==> config.mk <==
export PLATFORM = sky130hd
export DESIGN_NAME = elbeth_mux_n_to_1_pipe
export DESIGN_NICKNAME = d
export VERILOG_FILES = /design/src/rtl/elbeth_mux_n_to_1_pipe.sv
export SDC_FILE = /design/constraint.sdc
export NUM_CORES = 1
export LEC_CHECK = 0
export ABC_AREA = 1
export BUFFER_PORTS_ARGS = -buffer_cell sky130_fd_sc_hd__buf_2
export CORE_ASPECT_RATIO = 0.6
export CORE_MARGIN = 8
export CORE_UTILIZATION = 45
export CTS_CLUSTER_DIAMETER = 80
export DETAILED_ROUTE_END_ITERATION = 7
export GPL_ROUTABILITY_DRIVEN = 0
export GPL_TIMING_DRIVEN = 0
export MAX_ROUTING_LAYER = met4
export PLACE_DENSITY = 0.8
export SYNTH_ARGS = -nofsm -noshare
export SYNTH_HDL_FRONTEND = slang
export SYNTH_SLANG_ARGS = --single-unit
==> constraint.sdc <==
create_clock -name clk -period 1.4 [get_ports clk]
set_clock_uncertainty 0.15 [all_clocks]
set_input_delay 0.21 -clock clk [delete_from_list [all_inputs] [get_ports clk]]
set_output_delay 0.21 -clock clk [all_outputs]
set_load 0.1 [all_outputs]
==> src/rtl/elbeth_mux_n_to_1_pipe.sv <==
// N-to-1 select stage with a 2-entry skid buffer and valid/ready handshake.
// Head register drives mux_out/out_valid; in_ready is registered.
module elbeth_mux_n_to_1_pipe #(
  parameter int unsigned      WIDTH       = 32,
  parameter int unsigned      NUM_IN      = 3,
  parameter int unsigned      SEL_W       = 2,
  parameter logic [WIDTH-1:0] DEFAULT_VAL = '0
) (
  input  logic                    clk,
  input  logic                    rst_n,
  input  logic [NUM_IN*WIDTH-1:0] mux_in,
  input  logic [SEL_W-1:0]        bit_select,
  input  logic                    in_valid,
  output logic                    in_ready,
  input  logic                    flush,
  output logic [WIDTH-1:0]        mux_out,
  output logic                    out_valid,
  input  logic                    out_ready,
  output logic                    sel_err,
  input  logic                    sel_err_clr
);

  localparam logic [1:0] ST_EMPTY = 2'd0;
  localparam logic [1:0] ST_ONE   = 2'd1;
  localparam logic [1:0] ST_FULL  = 2'd2;

  logic [1:0]       state;
  logic [1:0]       state_nxt;
  logic [WIDTH-1:0] skid_q;
  logic [WIDTH-1:0] sel_val_c;
  logic             sel_oor_c;
  logic             accept_c;
  logic             take_c;
  logic             load_head_new;
  logic             load_head_skid;
  logic             load_skid;

  assign accept_c  = in_valid & in_ready;
  assign take_c    = out_valid & out_ready;
  assign sel_oor_c = (32'(bit_select) >= NUM_IN);

  // Input select; out-of-range indices fall through to DEFAULT_VAL
  always_comb begin
    sel_val_c = DEFAULT_VAL;
    for (int unsigned k = 0; k < NUM_IN; k++) begin
      if (bit_select == SEL_W'(k)) sel_val_c = mux_in[k*WIDTH +: WIDTH];
    end
  end

  // State register plus registered handshake flags derived from next state
  always_ff @(posedge clk or negedge rst_n) begin
    if (!rst_n) begin
      state     <= ST_EMPTY;
      out_valid <= 1'b0;
      in_ready  <= 1'b1;
    end else begin
      state     <= state_nxt;
      out_valid <= (state_nxt != ST_EMPTY);
      in_ready  <= (state_nxt != ST_FULL);
    end
  end

  // Next-state and load enables; flush overrides everything
  always_comb begin
    state_nxt      = state;
    load_head_new  = 1'b0;
    load_head_skid = 1'b0;
    load_skid      = 1'b0;
    case (state)
      ST_EMPTY: begin
        if (accept_c) begin
          state_nxt     = ST_ONE;
          load_head_new = 1'b1;
        end
      end
      ST_ONE: begin
        if (accept_c && take_c) begin
          load_head_new = 1'b1;
        end else if (accept_c) begin
          state_nxt = ST_FULL;
          load_skid = 1'b1;
        end else if (take_c) begin
          state_nxt = ST_EMPTY;
        end
      end
      ST_FULL: begin
        if (take_c) begin
          state_nxt      = ST_ONE;
          load_head_skid = 1'b1;
        end
      end
      default: state_nxt = ST_EMPTY;
    endcase
    if (flush) begin
      state_nxt      = ST_EMPTY;
      load_head_new  = 1'b0;
      load_head_skid = 1'b0;
      load_skid      = 1'b0;
    end
  end

  // Data registers: mux_out changes only when the head is loaded
  always_ff @(posedge clk or negedge rst_n) begin
    if (!rst_n) begin
      mux_out <= '0;
      skid_q  <= '0;
    end else begin
      if (load_head_new)       mux_out <= sel_val_c;
      else if (load_head_skid) mux_out <= skid_q;
      if (load_skid)           skid_q  <= sel_val_c;
    end
  end

  // Sticky select error; a set in the same cycle as a clear wins
  always_ff @(posedge clk or negedge rst_n) begin
    if (!rst_n) begin
      sel_err <= 1'b0;
    end else if (accept_c && sel_oor_c) begin
      sel_err <= 1'b1;
    end else if (sel_err_clr) begin
      sel_err <= 1'b0;
    end
  end

endmodule

# == After elaboration in Yosys (flattened, before gate mapping) ==
# Cells that the tools add are included.
# word_totals
out_inout_bits,35
input_bits,104
wordCells,45
register_bits,69
# classes
eq_ne,5
n_lt_le_gt_ge,1
mux,24
bitwise_logic,2
reduce_logical,7
# op_table
cell,n
two-way mux 32 bit,5
two-way mux 2 bit,6
two-way mux 1 bit,11
case mux 2 bit (3 select lines),1
nonzero test 2 bit,3
"== test 2 x 1 -> 1 bit, second input constant",2
"== test 2 bit, second input constant",2
zero test 2 bit,2
AND 1 bit,2
"greater-or-equal comparator 2 bit, second input constant",1
logical AND 1 bit,2
"!= test 2 bit, second input constant",1
case mux 1 bit (2 select lines),1

# == Longest topological paths before layout ==
# depth
ltp_word,7
mapped_depth,9
mapped_depth_nobuf,7

# == Worst setup path after synthesis ==
# Ideal clock, no wire load.
# synth_path
kind,register -> register
startpoint,register out_valid
endpoint,register mux_out[22]
setup_time_ps,120
t_required_ps,1130
arrival_time_ps,1893
synth_period_minus_slack_ps,2163
path_slack_ps,-763
stages_incl_launch_ff,10
cell_sequence,dfrtp_1 nand2_1 nand2_1 buf_6 nand3_4 inv_2 nor2_4 buf_4 nand2_1 nand2_1
# synth_via
elab_chain_len,6
elab_cells_between_ends,10
cone_classes,7 x mux; 1 x bitwise; 2 x reduce/logical
# synth_lines
element,line,rtl
"start, declared",17,"output logic out_valid,"
"start signal, assigned",58,out_valid <= (state_nxt != ST_EMPTY);
AND 1 bit *,39,assign take_c = out_valid & out_ready;
logical AND 1 bit,77,if (accept_c && take_c) begin
two-way mux 1 bit,77,
case mux 1 bit (2 select lines),69,case (state)
two-way mux 1 bit,94,if (flush) begin
two-way mux 32 bit / nonzero test 2 bit (equally long branches),-,
"end signal, assigned",108,if (load_head_new) mux_out <= sel_val_c;
"end signal, assigned",109,else if (load_head_skid) mux_out <= skid_q;
"end, declared",16,"output logic [WIDTH-1:0] mux_out,"
# Every way passes the cells marked *; elsewhere a longest branch is shown, timed or not.
# A chain may end at the register's enable or synchronous reset.

# == Worst setup path in the final report ==
# layout_path
startpoint,register out_valid
endpoint,register skid_q[7]
# layout_via
elab_chain_len,5
# layout_lines
element,line,rtl
AND 1 bit,39,
logical AND 1 bit,77,
two-way mux 1 bit,77,
two-way mux 1 bit,69,
two-way mux 1 bit,94,
"end signal, assigned",110,if (load_skid) skid_q <= sel_val_c;
"end, declared",29,logic [WIDTH-1:0] skid_q;
# Every way passes these cells.

==> results.json <==
{
  "wl_um": 15800,
  "total_power_mw": 10.4,
  "portBuffers": 137,
  "fp.dieH_um": 86.6,
  "synthesis.area_um2": 3730,
  "final_cell_mix": "nand2_1 (160), buf_2 (107), nand3_1 (68), dfrtp_1 (67)",
  "hold_violations": 68,
  "hp-class": "in2async",
  "fin_area_um2": 5770,
  "grt-busiest-layer": "met2",
  "avgSynthCellArea_um2": 7.11,
  "final_nets": 796,
  "grt_use_met2": 0.367,
  "seq_area_frac_synth": 0.463,
  "yosysTopAreaCellShare": 0.456,
  "detail-route-antenna-nets": 0,
  "dp_hpwl_um": 9530,
  "cts.clk_slew.worst_paths_ps": 60,
  "setup_viol": 70,
  "overflow": 0,
  "finalCriticalPeriod_ps": 1770,
  "violations": "hold timing, setup timing",
  "register_area_um2": 1740,
  "core_area_um2": 7980,
  "critPathKind": "reg2reg",
  "drtIter0Drc": 515,
  "grt_pass1_vias": 4519,
  "start_util": 0.468,
  "period_share": 1.26,
  "rsz0062_at_grt": "yes",
  "required_ps": 1480,
  "hold_buffers": 1,
  "relSlewSlack": 0.416,
  "worstSetupStartpointType": "register",
  "place_inst": 770,
  "max_cap_violations": 0,
  "cts_made_buffers": 9,
  "synth_top_area_cell": "dfrtp_1",
  "clock.fmax_ghz": 0.565,
  "critPathMaxFanout": 7,
  "layoutNonFillerInstCount": 805,
  "layout-drive-gt1-share": 0.410,
  "synth_fp_nets": 629,
  "reg2reg_from": "out_valid",
  "fin_ws_ps": -370,
  "endpoint_kind": "register",
  "n_antenna_cell": 0,
  "grt_first_pass_wirelength_um": 22800,
  "n_fill_cell": 520,
  "postPlaceCellArea_um2": 4630,
  "cts-root-buf": "clkbuf_16",
  "vdd_drop_max_uv": 992,
  "num_rows": 25,
  "vias_per_cell": 5.82,
  "clock_latency_ps": 340,
  "ys_warn_count": 0,
  "netlist_instances": 525,
  "antenna_found_initial": 0,
  "holdWs_ps": -154,
  "ys_types": 21,
  "worstPathArrival_ps": 1850,
  "cts_tree": "built",
  "pin_count": 139,
  "dieWidth_um": 134,
  "crit_start": "out_valid",
  "grt.total_usage": 0.253,
  "r2r_end": "skid_q[7]",
  "clockBufferDepth": 2,
  "ys_ff_latch": 69,
  "grt_max_degree": 70,
  "finish.utilization": 0.723,
  "num_vias": 4686,
  "netlist_top_cells_area": "dfrtp_1 (46%), nand2_1 (19%), nand3_1 (13%)",
  "htree_num_levels": 3,
  "met3_usage": 0.0687,
  "reg2reg_depth": 8,
  "final_common_cell": "nand2_1",
  "rrSetupSlack_ps": -370,
  "use_met1": 0.322,
  "wl_per_cell_um": 19.7,
  "cts_sinks": 69,
  "power.density_nw_per_um2": 1800,
  "multi_input_area_um2": 2080,
  "dr.pass1.iters": 5,
  "worstMarginPinSlew_ps": 875,
  "leakagePower_nw": 3.12,
  "die_area_um2": 11600,
  "slew_viol_final": 0,
  "drc": 0,
  "critPathCapture": "skid_q[7]",
  "area_delta_synth_final_pct": 54.5,
  "status": "complete, but fails checks"
}
-- layer usage --
metal | vias up | share of wire
li1 | 2017 | -
met1 | 2134 | 0.40
met2 | 437 | 0.43
met3 | 98 | 0.13
met4 | 0 | 0.046
met5 | - | 0
-- flip-flops by register name (all words and copies together), names as in the netlist --
| signal | cells |
|---|---|
| skid_q | 32 |
| in_ready | 1 |
| out_valid | 1 |
| state | 2 |
| sel_err | 1 |
| mux_out | 32 |
-- cell usage after synthesis, drive strengths merged --
cell type	number
nand4	1
a21oi	15
nor2	50
clkbuf	10
o32ai	1
buf	20
nand2	190
o21ai	33
dfrtp	68
inv	37
nand3	99
dfstp	1
-- worst min path at each step --
stage                     start     endpoint  depth (start not counted)
floorplan                 rst_n   mux_out[0]                          0
global placement    sel_err_clr      sel_err                          2
detailed placement        rst_n  mux_out[30]                          1
CTS                       rst_n  mux_out[23]                          1
global route              rst_n  mux_out[25]                          1
finish                    rst_n  mux_out[30]                          1
-- cells by family (layout without fill, tap and decap cells) --
group,after synthesis,after routing,synth area share
AND/OR/NAND/NOR,340,340,0.389
flip-flops,69,69,0.463
buffers and inverters,67,239,0.0818
AO/OA/AOI/OAI,49,49,0.0667
-- critical path, cell delays in order (launching register included) --
cell,delay (ps)
dfrtp_4,490
nand2_4,90
nand2_4,60
buf_8,130
buf_6,130
nor2_8,180
buf_6,180
nor2_4,40
a21oi_2,210
-- report_power, final --
part | internal [mW] | switching [mW]
Sequential | 2.69 | 0.589
Clock | 1.42 | 0.905
Combinational | 1.33 | 3.44
Total | 5.44 | 4.94
-- metrics by stage --
stage	setup TNS [ps]	setup slack, ps
floorplan	-18230	-308
finish	-16360	-370
global placement	-37270	-544
global route	-19270	-406
detailed placement	-17460	-379
CTS	-13620	-230
-- repair_timing --
action                     4_1_cts  5_1_grt
resized for setup              108       78
gates cloned                     5        0
hold endpoints to repair        69       68
buffers inserted                10        3
setup endpoints to repair      101       75
pin swaps                       17       14
-- area by class of cell --
class                   count  area share
inverters                  37      0.0276
clock inverters             6      0.0108
multi-input cells         389       0.360
repair buffers            156       0.186
clock buffers              10      0.0414
plain buffers              30      0.0499
well taps                 108      0.0234
flip-flops and latches     69       0.301
(Power assumes the default switching activity.)
